$ cat config.mk
export PLATFORM = sky130hd
export DESIGN_NAME = pipeline_ctrl
export DESIGN_NICKNAME = d
export VERILOG_FILES = /design/src/rtl/core_pkg.sv /design/src/rtl/perf_counter.sv /design/src/rtl/pipeline_ctrl.sv
export SDC_FILE = /design/constraint.sdc
export NUM_CORES = 1
export LEC_CHECK = 0
export CELL_PAD_IN_SITES_DETAIL_PLACEMENT = 1
export CELL_PAD_IN_SITES_GLOBAL_PLACEMENT = 1
export CORE_MARGIN = 2
export CORE_UTILIZATION = 41
export CTS_BUF_LIST = sky130_fd_sc_hd__clkbuf_2 sky130_fd_sc_hd__clkbuf_4 sky130_fd_sc_hd__clkbuf_8
export DETAILED_ROUTE_END_ITERATION = 7
export PLACE_DENSITY = 0.93
export SLEW_MARGIN = 25
export SYNTH_ARGS = -nofsm -noshare
export SYNTH_HDL_FRONTEND = slang
export SYNTH_SLANG_ARGS = --single-unit
$ cat constraint.sdc
create_clock -name clk -period 2.55 [get_ports clk]
set_input_delay 0.51 -clock clk [delete_from_list [all_inputs] [get_ports clk]]
set_output_delay 0.51 -clock clk [all_outputs]
set_load 0.01 [all_outputs]
$ cat src/rtl/core_pkg.sv
// rtl/core_pkg.sv - shared pipeline control types and constants
package core_pkg;

  localparam logic [1:0] ST_RUN    = 2'b00;
  localparam logic [1:0] ST_DRAIN  = 2'b01;
  localparam logic [1:0] ST_HALTED = 2'b10;

  typedef enum logic [1:0] {
    RUN    = ST_RUN,
    DRAIN  = ST_DRAIN,
    HALTED = ST_HALTED
  } state_t;

  // addi x0, x0, 0 loaded by pipeline registers when flushed
  localparam logic [31:0] NOP_INSTR = 32'h00000013;

endpackage

$ cat src/rtl/perf_counter.sv
// rtl/perf_counter.sv - wrapping enable counter with async active-low reset
module perf_counter #(
  parameter int CNT_W = 32
) (
  input  logic             clk,
  input  logic             rst_ni,
  input  logic             en_i,
  output logic [CNT_W-1:0] cnt_o
);

  always_ff @(posedge clk or negedge rst_ni) begin
    if (!rst_ni) begin
      cnt_o <= '0;
    end else if (en_i) begin
      cnt_o <= cnt_o + CNT_W'(1);
    end
  end

endmodule

$ cat src/rtl/pipeline_ctrl.sv
// rtl/pipeline_ctrl.sv - merges stall/flush sources into per-stage controls
// and owns the debug halt/drain FSM, EX-busy watchdog and perf counters.
module pipeline_ctrl
  import core_pkg::*;
#(
  parameter int DRAIN_CYCLES = 4,
  parameter int WDOG_CYCLES  = 64,
  parameter int CNT_W        = 32
) (
  input  logic             clk,
  input  logic             rst_ni,
  input  logic             hz_pc_en_i,
  input  logic             hz_if_id_en_i,
  input  logic             hz_control_pass_i,
  input  logic             ex_busy_i,
  input  logic             branch_taken_id_i,
  input  logic             halt_req_i,
  output logic             pc_en_o,
  output logic             if_id_en_o,
  output logic             if_id_flush_o,
  output logic             id_ex_en_o,
  output logic             id_ex_bubble_o,
  output logic             ex_mem_bubble_o,
  output logic             halt_ack_o,
  output logic             wdog_err_o,
  output logic [CNT_W-1:0] stall_cnt_o,
  output logic [CNT_W-1:0] flush_cnt_o
);

  localparam int DRAIN_W = $clog2(DRAIN_CYCLES + 1);
  localparam int WDOG_W  = $clog2(WDOG_CYCLES + 1);

  state_t             state, state_next;
  logic [DRAIN_W-1:0] drain_cnt, drain_next;
  logic [WDOG_W-1:0]  wdog_cnt;
  logic               hazard;

  assign hazard = !hz_pc_en_i || !hz_if_id_en_i || !hz_control_pass_i;

  always_comb begin
    pc_en_o         = 1'b1;
    if_id_en_o      = 1'b1;
    if_id_flush_o   = 1'b0;
    id_ex_en_o      = 1'b1;
    id_ex_bubble_o  = 1'b0;
    ex_mem_bubble_o = 1'b0;
    state_next      = state;
    drain_next      = drain_cnt;
    case (state)
      RUN: begin
        drain_next = '0;
        if (ex_busy_i) begin
          pc_en_o         = 1'b0;
          if_id_en_o      = 1'b0;
          id_ex_en_o      = 1'b0;
          ex_mem_bubble_o = 1'b1;
        end else if (hazard) begin
          // branch is masked: ID holds a stale instruction until the hazard clears
          pc_en_o        = 1'b0;
          if_id_en_o     = 1'b0;
          id_ex_bubble_o = 1'b1;
        end else if (branch_taken_id_i) begin
          if_id_flush_o = 1'b1;
        end
        if (halt_req_i && !ex_busy_i) state_next = DRAIN;
      end
      DRAIN, HALTED: begin
        pc_en_o        = 1'b0;
        if_id_en_o     = 1'b0;
        if_id_flush_o  = 1'b1;
        id_ex_bubble_o = 1'b1;
        if (!halt_req_i) begin
          state_next = RUN;
          drain_next = '0;
        end else if (state == DRAIN) begin
          if (drain_cnt == DRAIN_W'(DRAIN_CYCLES - 1)) begin
            state_next = HALTED;
            drain_next = '0;
          end else begin
            drain_next = drain_cnt + DRAIN_W'(1);
          end
        end
      end
      default: begin
        state_next = RUN;
        drain_next = '0;
      end
    endcase
  end

  always_ff @(posedge clk or negedge rst_ni) begin
    if (!rst_ni) begin
      state      <= RUN;
      drain_cnt  <= '0;
      halt_ack_o <= 1'b0;
    end else begin
      state      <= state_next;
      drain_cnt  <= drain_next;
      halt_ack_o <= (state_next == HALTED);
    end
  end

  // Saturating run-length of ex_busy_i; the error flag is sticky until reset
  always_ff @(posedge clk or negedge rst_ni) begin
    if (!rst_ni) begin
      wdog_cnt   <= '0;
      wdog_err_o <= 1'b0;
    end else if (!ex_busy_i) begin
      wdog_cnt <= '0;
    end else begin
      if (wdog_cnt != WDOG_W'(WDOG_CYCLES)) wdog_cnt <= wdog_cnt + WDOG_W'(1);
      if (wdog_cnt == WDOG_W'(WDOG_CYCLES - 1)) wdog_err_o <= 1'b1;
    end
  end

  perf_counter #(.CNT_W(CNT_W)) u_stall_cnt (
    .clk    (clk),
    .rst_ni (rst_ni),
    .en_i   ((state == RUN) && !pc_en_o),
    .cnt_o  (stall_cnt_o)
  );

  perf_counter #(.CNT_W(CNT_W)) u_flush_cnt (
    .clk    (clk),
    .rst_ni (rst_ni),
    .en_i   (if_id_flush_o),
    .cnt_o  (flush_cnt_o)
  );

endmodule

==> run summary, run 1 <==
Vias in the first global route -> 3313
Largest area contributor in the netlist -> dfrtp_1
Footprint of the multi-input gates -> 1800 sq um
VDD IR max -> 499 uV
Num CTS Buffers -> 9
Hold Crit Class -> in -> async
RSZ-0062 raised after global routing -> false
Setup TNS -> 0 ns
Min cycle time layout -> 2.39 ns
R2R cell count -> 6
Post-CTS Hold Fix Bufs -> 0
Total clock sinks -> 78
I/O Pins -> 80
YS warnings -> 0
Dpl cells -> 545
FILL cells -> 982
Initial antenna violation count -> 0
Adder-Cell Fraction of Synth Area -> 2.60%
Top post-synthesis cells by count -> dfrtp_1, xor2_1, nand2_1
Most frequent cell after synthesis -> dfrtp_1
Worst-margin pin slew -> 0.602 ns
Number of synthesized flops with an enable pin -> 0
Crit Path Max Fanout -> 6
Reg area -> 1950 sq um
Sequential-to-total area share from yosys stat -> 50.7%
Setup slack, reg-to-reg -> 0.47 ns
Net count, final -> 462
Worst-case clock buffer depth -> 2
Die Span X -> 101 um
Leakage Power -> 0.00217 uW
PortBufs -> 79
CTS tree -> built
Detailed Route WL -> 9960 um
Synth-to-Final Area Change -> 30.9%
Synth Area in Simple Gates -> 25.3%
Crit path kind -> in -> out
Worst path arrival time -> 1.88 ns
Main combinational cell family by area after synthesis -> simple AND/OR/NAND/NOR gates
Worst Path Required -> 2.04 ns
GRT Total Usage -> 21.0%
Synth Area in XOR/XNOR -> 15.7%
Via density per instance -> 5.45
Clk root buf -> clkbuf_8
Core Box Area -> 9150 sq um
Effective utilization at floorplan -> 42.0%
Ys flop type -> dfrtp_1
CP endpoint kind -> output pin
Synth cell types -> 41
Grt ovf -> 0
Drt first pass iters -> 4
Final GP Congestion -> 0.834
Die Y -> 101 um
Clk_skew -> 0.0112 ns
Multiplexer share of the synthesized area -> 1.11%
Flops & latches, synth -> 78
Clk slew on worst S/H paths -> 0.08 ns
Mapped Cells -> 356
Worst relative slew slack -> 59.8%
Detailed Place HPWL -> 7130 um
Non-Filler Instances -> 561
DRC -> 0
Status -> finished clean
First-pass GRT wire length -> 16800 um
Synth top area cells -> dfrtp_1, xor2_1, xnor2_1
Via count -> 3055
Slew Viols, Final -> 0
Pwr/cell area -> 776 nW/um^2
Wire per inst -> 17.7 um
Setup violators final -> 0
Htree depth -> 3
Post-Syn Nets -> 372
Post-Syn Area -> 3850 sq um
Largest net degree at the start of global routing -> 43
Final ANT Viol Nets -> 0
Worst setup SP type -> primary input
Layout cells sized above 1 -> 10.4%
Worst skew pair latency -> 0.34 ns
Number of max-cap violations -> 0
Syn_area_per_cell -> 10.8 sq um
1st-iter DRT viols -> 65
Share of async-settable or async-resettable flops after synthesis -> 100%
Rows -> 35
Overall power -> 3910 uW
N_diodes -> 0
Tcrit/Tclk final -> 93.6%
Fmax -> 0.419 GHz
Compound-Gate Fraction of Synth Area -> 1.66%
Hold Vio Cnt, Final -> 0
Die footprint -> 10200 sq um
Synth top area share -> 50.7%
final timing paths:
| check | from | endpoint |
|---|---|---|
| worst max-delay path | ex_busy_i | if_id_flush_o |
| worst min-delay path | rst_ni | u_flush_cnt.cnt_o[19]$_DFFE_PN0P_ |
| max in group asynchronous | rst_ni | u_stall_cnt.cnt_o[24]$_DFFE_PN0P_ |
| min in group clk | u_stall_cnt.cnt_o[31]$_DFFE_PN0P_ | u_stall_cnt.cnt_o[31]$_DFFE_PN0P_ |
| worst max register to register | state[0]$_DFF_PN0_ | u_flush_cnt.cnt_o[26]$_DFFE_PN0P_ |
| worst min register to register | u_stall_cnt.cnt_o[31]$_DFFE_PN0P_ | u_stall_cnt.cnt_o[31]$_DFFE_PN0P_ |
routing by layer:
layer  up-vias  wire length (um)  track usage (%)
met3        21               367             4.09
met4         0               202             7.38
met5         -                 0                0
met1      1530              4410             27.4
li1       1429                 -                -
met2        75              4980             34.9
state kept, by name, indices dropped and copies added, names as in the netlist:
signal / flops
drain_cnt: 3
halt_ack_o: 1
state: 2
u_flush_cnt.cnt_o: 32
u_stall_cnt.cnt_o: 32
wdog_cnt: 7
wdog_err_o: 1
logic make-up (layout without fill, tap and decap cells):
group,count (synthesis),after routing
AND/OR/NAND/NOR,162,162
XOR/XNOR,69,69
adder cells (fa/ha/maj),8,8
flip-flops,78,78
buffers and inverters,26,120
AO/OA/AOI/OAI,9,9
multiplexers,4,4
metrics by stage:
step	hold WS (ns)	cell area (sq um)	worst slack [ns]	utilization, %
2_1_floorplan	0.214	3850	0.607	-
3_3_place_gp	0.455	4810	-0.138	52.5
3_5_place_dp	0.460	4810	-0.155	52.5
4_1_cts	0.161	5020	0.0397	54.9
5_1_grt	0.175	5040	0.0953	55.0
6_report	0.145	5040	0.163	55.0
cell usage in the layout, fill, tap and decap left out, types with 2 or more instances in the layout:
cell             netlist  layout
and2_1                 2       2
and3_1                 9       9
and4_1                14      14
buf_4                  1      15
bufinv_16              0       2
clkbuf_8               0       9
clkdlybuf4s50_1        0      74
clkinv_2               0       3
dfrtp_1               78      78
dlygate4sd2_1          0       3
ha_1                   8       7
inv_1                 12      12
mux2_2                 2       2
mux2i_1                2       2
nand2_1               32      32
nand3_1               20      20
nand4_1               12      12
nand4_2                2       2
nor2_1                18      18
nor3_1                14      14
nor3_2                 6       6
nor3b_1                5       5
nor4_1                15      15
nor4b_1                5       5
o21ai_0                2       2
xnor2_1               16      16
xor2_1                53      53
critical path: stages:
cell and delay (ns):
clkdlybuf4s50_1 0.43, buf_4 0.17, nand4bb_1 0.19, o22a_1 0.21
inv_1 0.09, dlygate4sd2_1 0.27
where the power goes:
part | internal (uW) | switching, uW
registers | 1400 | 247
clock network | 552 | 441
logic | 635 | 632
timing repair:
action / CTS / global route
setup buffers: 1 / 0
gates resized for setup: 6 / 2
hold endpoints to repair: 0 / 0
setup endpoints to repair: 4 / 1
final cells by class:
| class | count | share of cell area, % |
|---|---|---|
| Clock buffer | 10 | 2.61 |
| Tap cell | 111 | 2.76 |
| Sequential cell | 78 | 38.8 |
| Clock inverter | 5 | 1.49 |
| Timing Repair Buffer | 93 | 17.7 |
| Inverter | 12 | 0.894 |
| Multi-Input combinational cell | 252 | 35.8 |
Note: power is estimated with default switching activity, not from simulation.
==> run 2, diff against run 1 <==
--- a/config.mk
+++ b/config.mk
@@ -5,6 +5,8 @@
 export SDC_FILE = /design/constraint.sdc
 export NUM_CORES = 1
 export LEC_CHECK = 0
+export ABC_CLOCK_PERIOD_IN_PS = 2550
+export CAP_MARGIN = 20
 export CELL_PAD_IN_SITES_DETAIL_PLACEMENT = 1
 export CELL_PAD_IN_SITES_GLOBAL_PLACEMENT = 1
 export CORE_MARGIN = 2
==> results of run 2 <==
No change in the layout: final DEF, timing and power equal those of run 1.
